--- src/rtl/fetch_unit_pkg.sv ---
// Shared types and constants for the instruction fetch unit.
// A fetch packet pairs an instruction word with the PC it was fetched from.
package fetch_unit_pkg;

  localparam int XLEN = 32;
  localparam int ILEN = 32;

  typedef struct packed {
    logic [XLEN-1:0] pc;
    logic [ILEN-1:0] instr;
  } fetch_pkt_t;

  localparam int PKT_W = $bits(fetch_pkt_t);

  function automatic logic [XLEN-1:0] align_word(input logic [XLEN-1:0] a);
    return a & ~XLEN'(3);
  endfunction

endpackage

--- src/rtl/fetch_fifo.sv ---
// Small synchronous FIFO with flush; used both as the prefetch buffer and as
// the in-flight PC tag queue. Head is read combinationally from the array.
module fetch_fifo #(
  parameter int DEPTH = 2,
  parameter int WIDTH = 32,
  parameter int CW    = $clog2(DEPTH + 1)
) (
  input  logic             clk,
  input  logic             reset,
  input  logic             push,
  input  logic [WIDTH-1:0] din,
  input  logic             pop,
  input  logic             flush,
  output logic [WIDTH-1:0] dout,
  output logic             full,
  output logic             empty,
  output logic [CW-1:0]    count
);

  localparam int PW = (DEPTH > 1) ? $clog2(DEPTH) : 1;

  logic [WIDTH-1:0] r_mem [DEPTH];
  logic [PW-1:0]    r_wr_ptr;
  logic [PW-1:0]    r_rd_ptr;
  logic [CW-1:0]    r_count;
  logic             w_do_push;
  logic             w_do_pop;

  assign full  = (r_count == CW'(DEPTH));
  assign empty = (r_count == '0);
  assign count = r_count;
  assign dout  = r_mem[r_rd_ptr];

  // A push into a full FIFO is only accepted when a pop frees a slot the same cycle.
  assign w_do_pop  = pop && !empty;
  assign w_do_push = push && (!full || w_do_pop);

  always_ff @(posedge clk) begin
    if (w_do_push && !flush && !reset) begin
      r_mem[r_wr_ptr] <= din;
    end
  end

  always_ff @(posedge clk) begin
    if (reset || flush) begin
      r_wr_ptr <= '0;
      r_rd_ptr <= '0;
      r_count  <= '0;
    end else begin
      if (w_do_push) begin
        if (r_wr_ptr == PW'(DEPTH - 1)) r_wr_ptr <= '0;
        else                            r_wr_ptr <= r_wr_ptr + 1'b1;
      end
      if (w_do_pop) begin
        if (r_rd_ptr == PW'(DEPTH - 1)) r_rd_ptr <= '0;
        else                            r_rd_ptr <= r_rd_ptr + 1'b1;
      end
      case ({w_do_push, w_do_pop})
        2'b10:   r_count <= r_count + 1'b1;
        2'b01:   r_count <= r_count - 1'b1;
        default: r_count <= r_count;
      endcase
    end
  end

endmodule

--- src/rtl/fetch_unit.sv ---
// Instruction fetch unit: sequential PC generation, in-order memory responses
// tagged with their PC, a prefetch buffer to decode and redirect handling.
module fetch_unit
  import fetch_unit_pkg::*;
#(
  parameter logic [XLEN-1:0] RESET_PC = 32'h0000_0000,
  parameter int              DEPTH    = 2
) (
  input  logic            clk,
  input  logic            reset,
  output logic            imem_req_valid,
  input  logic            imem_req_ready,
  output logic [XLEN-1:0] imem_req_addr,
  input  logic            imem_resp_valid,
  input  logic [ILEN-1:0] imem_resp_data,
  input  logic            redirect_valid,
  input  logic [XLEN-1:0] redirect_pc,
  output logic            out_valid,
  input  logic            out_ready,
  output logic [XLEN-1:0] out_pc,
  output logic [ILEN-1:0] out_instr
);

  localparam int CW = $clog2(DEPTH + 1);

  logic [XLEN-1:0] r_fetch_pc;
  logic [CW-1:0]   r_drop_count;

  logic            w_req_fire;
  logic            w_out_fire;
  logic            w_resp_live;
  logic            w_resp_drop;
  logic [XLEN-1:0] w_tag_pc;
  logic            w_tag_full;
  logic            w_tag_empty;
  logic [CW-1:0]   w_live_count;
  fetch_pkt_t      w_resp_pkt;
  fetch_pkt_t      w_head_pkt;
  logic            w_buf_full;
  logic            w_buf_empty;
  logic [CW-1:0]   w_buf_count;
  logic [CW:0]     w_live_plus_buf;
  logic [CW:0]     w_live_plus_drop;

  assign w_live_plus_buf  = {1'b0, w_live_count} + {1'b0, w_buf_count};
  assign w_live_plus_drop = {1'b0, w_live_count} + {1'b0, r_drop_count};

  // Full flags are implied by the count limits; kept as explicit guards.
  assign imem_req_valid = !reset && !redirect_valid && !w_tag_full && !w_buf_full &&
                          (w_live_plus_buf  < (CW+1)'(DEPTH)) &&
                          (w_live_plus_drop < (CW+1)'(DEPTH));
  assign imem_req_addr  = r_fetch_pc;
  assign w_req_fire     = imem_req_valid && imem_req_ready;

  // Responses belong to dropped requests first, since memory answers in order.
  assign w_resp_live = imem_resp_valid && !reset && !redirect_valid &&
                       (r_drop_count == '0) && !w_tag_empty;
  assign w_resp_drop = imem_resp_valid && !reset && !redirect_valid &&
                       (r_drop_count != '0);

  assign w_resp_pkt = '{pc: w_tag_pc, instr: imem_resp_data};

  fetch_fifo #(
    .DEPTH (DEPTH),
    .WIDTH (XLEN)
  ) u_tag_q (
    .clk   (clk),
    .reset (reset),
    .push  (w_req_fire),
    .din   (r_fetch_pc),
    .pop   (w_resp_live),
    .flush (redirect_valid),
    .dout  (w_tag_pc),
    .full  (w_tag_full),
    .empty (w_tag_empty),
    .count (w_live_count)
  );

  fetch_fifo #(
    .DEPTH (DEPTH),
    .WIDTH (PKT_W)
  ) u_prefetch_buf (
    .clk   (clk),
    .reset (reset),
    .push  (w_resp_live),
    .din   (w_resp_pkt),
    .pop   (w_out_fire),
    .flush (redirect_valid),
    .dout  (w_head_pkt),
    .full  (w_buf_full),
    .empty (w_buf_empty),
    .count (w_buf_count)
  );

  assign out_valid  = !reset && !w_buf_empty;
  assign out_pc     = out_valid ? w_head_pkt.pc    : '0;
  assign out_instr  = out_valid ? w_head_pkt.instr : '0;
  assign w_out_fire = out_valid && out_ready;

  // On redirect every live request becomes a drop; a response landing in the
  // same cycle retires one of the outstanding requests immediately.
  always_ff @(posedge clk) begin
    if (reset) begin
      r_fetch_pc   <= RESET_PC;
      r_drop_count <= '0;
    end else if (redirect_valid) begin
      r_fetch_pc   <= align_word(redirect_pc);
      r_drop_count <= r_drop_count + w_live_count - CW'(imem_resp_valid);
    end else begin
      if (w_req_fire) begin
        r_fetch_pc <= r_fetch_pc + XLEN'(4);
      end
      if (w_resp_drop) begin
        r_drop_count <= r_drop_count - 1'b1;
      end
    end
  end

endmodule

--- config.mk ---
export PLATFORM = sky130hd
export DESIGN_NAME = fetch_unit
export DESIGN_NICKNAME = d
export VERILOG_FILES = /design/src/rtl/fetch_unit_pkg.sv /design/src/rtl/fetch_fifo.sv /design/src/rtl/fetch_unit.sv
export SDC_FILE = /design/constraint.sdc
export NUM_CORES = 1
export LEC_CHECK = 0
export ABC_AREA = 1
export BUFFER_PORTS_ARGS = -buffer_cell sky130_fd_sc_hd__clkbuf_2
export CAP_MARGIN = 20
export CORE_ASPECT_RATIO = 0.6
export CORE_MARGIN = 2
export CORE_UTILIZATION = 60
export CTS_BUF_LIST = sky130_fd_sc_hd__clkbuf_16
export DETAILED_ROUTE_END_ITERATION = 8
export MAX_ROUTING_LAYER = met4
export PLACE_DENSITY = 0.94
export SYNTH_ARGS = -nofsm -noshare
export SYNTH_HDL_FRONTEND = slang
export SYNTH_SLANG_ARGS = --single-unit
--- constraint.sdc ---
create_clock -name clk -period 6.7 [get_ports clk]
set_input_delay 0.335 -clock clk [delete_from_list [all_inputs] [get_ports clk]]
set_output_delay 0.335 -clock clk [all_outputs]
set_load 0.02 [all_outputs]
# Word level (Yosys, flattened, before mapping)
# Memories as Yosys holds them, arrays and structs flattened. A register that Yosys moved wholly into a read port is not among the register bits.
# Cells that the tools add are included.
# totals
register_bits	42
latchBits	0
ram_bits	192
rom_bits	0
input_bits	70
out_inout_bits	98
n_memories	2
# classes
addsub	14
mul	0
div	0
magnitude_cmp	2
eq_ne	6
n_shift	0
n_mux	20
n_bitwise	0
n_reduce_logical	39
# mem_list
name	depth	word_bits	rd	rd_ports_with_merged_regs	wr	line_no	rtl
u_prefetch_buf.r_mem	2	64	1	1	1	fetch_fifo.sv:22	logic [WIDTH-1:0] r_mem [DEPTH];
u_tag_q.r_mem	2	32	1	1	1	fetch_fifo.sv:22	
# op_table
op	n
$mux W32	4
$add A32 B3 Y32 const B	1
$logic_and A1 B1 Y1	21
$mux W1	12
$reduce_bool A2 Y1	5
$eq A2 B2 Y1 const B	4
$pmux W2 S2	2
$add A2 B2 Y3	2
$logic_not A1 Y1	6
$logic_not A2 Y1	3
$lt A3 B2 Y1 const B	2
$sub A2 B1 Y2 const B	3
$add A1 B1 Y1 const B	4
$add A2 B1 Y2 const B	2
$eq A2 B1 Y1 const B	2
$mux W2	2
$logic_or A1 B1 Y1	3
$add A2 B2 Y2	1
$reduce_or A2 Y1	1
$sub A2 B1 Y2	1

# Logic depth before layout (Yosys ltp)
# logic_depth
word_depth	12
ltp_mapped	13
ltp_nobuf	13

# Modules after synthesis
# From an unflattened synthesis, not the netlist that was laid out.
# unflattened
cells_unflattened	961
area_unflattened_um2	10491.3
# modules_own_cells
module	n_inst	cells_each	area_per_inst_um2	seq_area_each_um2
fetch_fifo at u_prefetch_buf	1	240	4880.9	3943.8
fetch_unit	1	580	3041.7	640.6
fetch_fifo at u_tag_q	1	141	2568.7	2021.9

# Least setup slack after synthesis
# No wires, ideal clock.
# synth_path
kind	input port to flip-flop
startpoint	input port redirect_valid
endpoint	memory u_prefetch_buf.r_mem[0][0] in the netlist's numbering, enable pin
setup_ns	0.482
arrival_ns	3.734
required_ns	6.218
path_slack_ns	2.484
cell_stages	7
path_cell_list	buf_2 -> nor2_4 -> buf_4 -> nand3_1 -> a21oi_2 -> o21ai_1 -> nor2_1
# synth_via
elab_chain_cells	9
# synth_rtl
element	line_no	rtl
from (decl)	fetch_unit.sv:16	input logic redirect_valid,
$logic_not A1 Y1 (*)	fetch_fifo.sv:39, fetch_unit.sv:56	
$logic_and A1 B1 Y1 (2 in series)	fetch_unit.sv:56	assign w_resp_live = imem_resp_valid && !reset && !redirect_valid &&
$logic_and A1 B1 Y1	fetch_unit.sv:57	(r_drop_count == '0) && !w_tag_empty;
$logic_and A1 B1 Y1	fetch_fifo.sv:36	assign w_do_push = push && (!full || w_do_pop);
$logic_and A1 B1 Y1 (*) (2 in series)	fetch_fifo.sv:39	if (w_do_push && !flush && !reset) begin
$mux W1 (*)	fetch_fifo.sv:39	
$mux W1 (implied by the code) (*)	fetch_fifo.sv:40	r_mem[r_wr_ptr] <= din;
to (decl)	fetch_fifo.sv:22	
# Every way passes the cells marked *; elsewhere a longest branch is shown, timed or not.

# Worst setup path in the final report
# layout_path
startpoint	register r_drop_count[0]
endpoint	register u_tag_q.r_count[1] (netlist: u_tag_q.count[1])
# layout_via
elab_chain_cells	8
word_cells_on_any_way	14
cone_classes	add/sub (1); order compare (1); eq/ne (2); mux (1); reduce/logical (9)
# layout_rtl
element	line_no	rtl
from (decl)	fetch_unit.sv:27	logic [CW-1:0] r_drop_count;
from (signal assigned)	fetch_unit.sv:108	r_drop_count <= r_drop_count + w_live_count - CW'(imem_resp_valid);
from (signal assigned)	fetch_unit.sv:114	r_drop_count <= r_drop_count - 1'b1;
branches (longest 8 deep; another with $add A2 B2 Y3)	-	
to (signal assigned)	fetch_fifo.sv:59	2'b10: r_count <= r_count + 1'b1;
to (signal assigned)	fetch_fifo.sv:60	2'b01: r_count <= r_count - 1'b1;
to (signal assigned)	fetch_fifo.sv:61	default: r_count <= r_count;
to (decl)	fetch_fifo.sv:25	logic [CW-1:0] r_count;
# Parallel ways; which one is timed is not known.
# A chain may end at the register's enable or synchronous reset.

==> summary.md <==
| Metric | Value |
|---|---|
| Cell Area, Placed | 11000 µm² |
| Library cells used by synthesis | 34 |
| DRT Pass-1 Iters | 6 |
| Register area share after synthesis | 63.8% |
| Residual DRC count | 0 |
| Routed len/inst | 17.0 µm |
| Routed via count | 6918 |
| Crit path max-delay family | adder cells |
| Crit path DAT | 3.30 ns |
| Worst r2r src | r_drop_count[0]$_SDFFE_PP0P_ |
| Final instance area | 11600 µm² |
| Status | finished, final reports clean |
| # diodes | 0 |
| Hold path cells | 1 |
| IO Port Bufs | 161 |
| Synth Warn # | 0 |
| Depth of the worst register-to-register path | 12 |
| Pre-CTS WS | 3.59 ns |
| RSZ-0062 raised after global routing | no |
| Final core occ | 71.4% |
| Grt total ovfl | 0 |
| Area of the core | 16300 µm² |
| Worst setup margin | 3.78 ns |
| Buf/Inv on CP | 1 |
| Syn Area/Cell | 11.2 µm² |
| Post-Synthesis Cells | 892 |
| Area of the mapped netlist | 9980 µm² |
| Min-delay src | imem_resp_data[2] |
| Largest net degree at the start of global routing | 63 |
| Final min period | 2.92 ns |
| Synthesized flop and latch total | 226 |
| Slew margin rel. | 32.9% |
| H-tree depth | 1 |
| Worst vdd ir | 0.000151 V |
| CTS clk-pin slew, worst paths | 0.07 ns |
| Layout cells sized above 1 | 28.9% |
| Die area | 17700 µm² |
| DRT iter0 DRCs | 640 |
| TritonCTS Buffers | 21 |
| Routed WL | 22100 µm |
| Leakage | 0.00500 µW |
| Post-DP HPWL | 14700 µm |
| Max frequency | 342 MHz |
| Top Ports | 168 |
| Num rows | 36 |
| Clk Latency, worst-skew pair | 0.49 ns |
| Global-route wire length before repair | 34300 µm |
| Max clock buf depth | 3 |
| Routed vias/inst | 5.34 |
| Antenna violations before repair | 0 |
| Synth-to-layout area growth | 16.3% |
| Worst Hold Path EP | u_prefetch_buf.r_mem[0][2]$_DFFE_PP_ |
| DIE WIDTH | 171 µm |
| Internal reg-to-reg setup slack | 3.78 ns |
| Post_cts resized | 0 |
| Max Fanout on Critical Path | 25 |
| Endpoints failing setup | 0 |
| Worst r2r dst | u_tag_q.count[1]$_SDFFE_PP0P_ |
| Initial core utilization | 61.4% |
| Vias in the first global route | 6608 |
| HP Class | input port to flop |
| Critical path class | flop to flop |
| Placer Congestion | 0.965 |
| Clock skew | 0.00788 ns |
| Critical Path, Cell by Cell | nand2_1 -> inv_1 -> fa_1 -> nor2_1 -> nand2_1 -> nor2_1 -> nand3_2 -> ha_1 -> a21oi_1 -> o21ai_0 -> o21ai_0 -> a21oi_1 |
| Crit path capture type | flop |
| Critical-path top delay cell | ha_1 |
| TNS Setup | 0 ns |
| Hold_buf cts | 0 |
| Hold_ws | 0.0248 ns |
| Chip height | 104 µm |
| Fillers | 1143 |
| Max stage delay on crit path | 0.54 ns |
| Pwr Density | 239 nW/µm² |
| Clk sink count | 226 |
| Crit path required time | 7.08 ns |
| Post-CTS setup buffers | 0 |
| DRT antenna net count | 0 |
| Hold Violations, Final | 0 |
| CTS tree | done |
| Setup crit start kind | flop |
| Root Buffer | clkbuf_16 |
| Fin crit share | 43.6% |
| Maxcap violations | 0 |
| Layout Nets | 1132 |
| Slew Limit Fails | 0 |
| Gr usage total | 25.7% |
| Worst-Margin Slew | 1.01 ns |
[kinds of logic after synthesis]
kind of cell / Yosys count / synth area share, %
AO/OA/AOI/OAI: 68 / 3.70
flip-flops: 226 / 63.8
multiplexers: 92 / 10.4
buffers and inverters: 166 / 6.69
other: 1 / 0.0376
AND/OR/NAND/NOR: 322 / 13.4
adder cells (fa/ha/maj): 9 / 1.28
XOR/XNOR: 8 / 0.702
[worst register-to-register path, stage by stage, from the launching register on]
cell,delay [ns]
dfxtp_1,0.40
nand2_1,0.09
inv_1,0.07
fa_1,0.41
nor2_1,0.18
nand2_1,0.07
nor2_1,0.11
nand3_2,0.47
ha_1,0.54
a21oi_1,0.13
o21ai_0,0.13
o21ai_0,0.16
a21oi_1,0.06
[metrics by stage]
| step | std cells | power [µW] |
|---|---|---|
| detailed placement | 1257 | 1740 |
| CTS | 1294 | 2790 |
| global placement | 1257 | 1730 |
| global route | 1295 | 2870 |
| finish | 1295 | 2780 |
| floorplan | 895 | 1670 |
[metal layers]
layer	wire length [µm]	track usage, %	vias to the layer above
met1	9530	36.6	3288
met5	0	-	-
met2	10300	39.8	305
met3	2050	4.68	31
li1	-	-	3294
met4	234	4.64	0
[synthesized netlist by cell type, drive strengths merged]
library cell	count	area (µm²)
xor2	6	52.6
nand3b	2	15.0
o211a	1	10.0
o221ai	1	8.76
o21ai	25	125
clkbuf	18	67.6
nor3b	1	7.51
conb	1	3.75
o21bai	4	30.0
a31oi	3	18.8
nor3	3	26.3
nand2	198	753
or2	1	6.26
inv	132	495
ha	7	87.6
buf	16	105
a22oi	1	7.51
edfxtp	184	5530
mux2	92	1040
dfxtp	42	841
nor2	59	229
xnor2	2	17.5
a21oi	33	169
nand3	58	305
fa	2	40.0
[state kept, by name, indices dropped and copies added, names as in the netlist, named ones only]
name                     flops
u_prefetch_buf.r_wr_ptr      1
u_prefetch_buf.count         2
u_tag_q.r_mem               60
imem_req_addr               30
u_prefetch_buf.r_mem       124
u_tag_q.r_rd_ptr             1
u_tag_q.r_wr_ptr             1
r_drop_count                 2
u_tag_q.count                2
u_prefetch_buf.r_rd_ptr      1
[how the worst max path moves through the flow]
stage,from,endpoint,slack [ns],cells past startpoint
6_report,r_drop_count[0]$_SDFFE_PP0P_,u_tag_q.count[1]$_SDFFE_PP0P_,3.78,12
5_1_grt,u_tag_q.count[0]$_SDFFE_PP0P_,u_tag_q.count[1]$_SDFFE_PP0P_,3.57,12
3_5_place_dp,reset,u_prefetch_buf.r_mem[1][42]$_DFFE_PP_,3.59,7
4_1_cts,r_drop_count[0]$_SDFFE_PP0P_,u_tag_q.count[1]$_SDFFE_PP0P_,3.78,12
3_3_place_gp,reset,u_prefetch_buf.r_mem[0][39]$_DFFE_PP_,3.71,7
2_1_floorplan,redirect_valid,u_prefetch_buf.r_mem[0][0]$_DFFE_PP_,2.48,7
[cells in the final DEF, fill, tap and decap left out, types with 32 or more instances in the layout]
| cell | n |
|---|---|
| a21oi_1 | 32 |
| clkbuf_2 | 161 |
| dfxtp_1 | 41 |
| edfxtp_1 | 184 |
| inv_1 | 133 |
| mux2_2 | 92 |
| nand2_1 | 194 |
| nand3_1 | 55 |
| nor2_1 | 54 |
[area by class of cell]
class                           instances  area (µm²)  share of cell area (%)
Tap cell                              228         285                    2.46
Timing Repair Buffer                  169         883                    7.61
Clock inverter                         16        77.6                   0.668
Multi-Input combinational cell        503        2980                    25.7
Clock buffer                           21         526                    4.52
Inverter                              132         495                    4.27
Sequential cell                       226        6370                    54.8
[where the power goes]
group / switching (µW) / internal [µW]
sequential: 33.1 / 1540
combinational: 90.7 / 52.1
clock: 493 / 573
total: 616 / 2160
No activity file was read; power rests on OpenSTA's default activity.
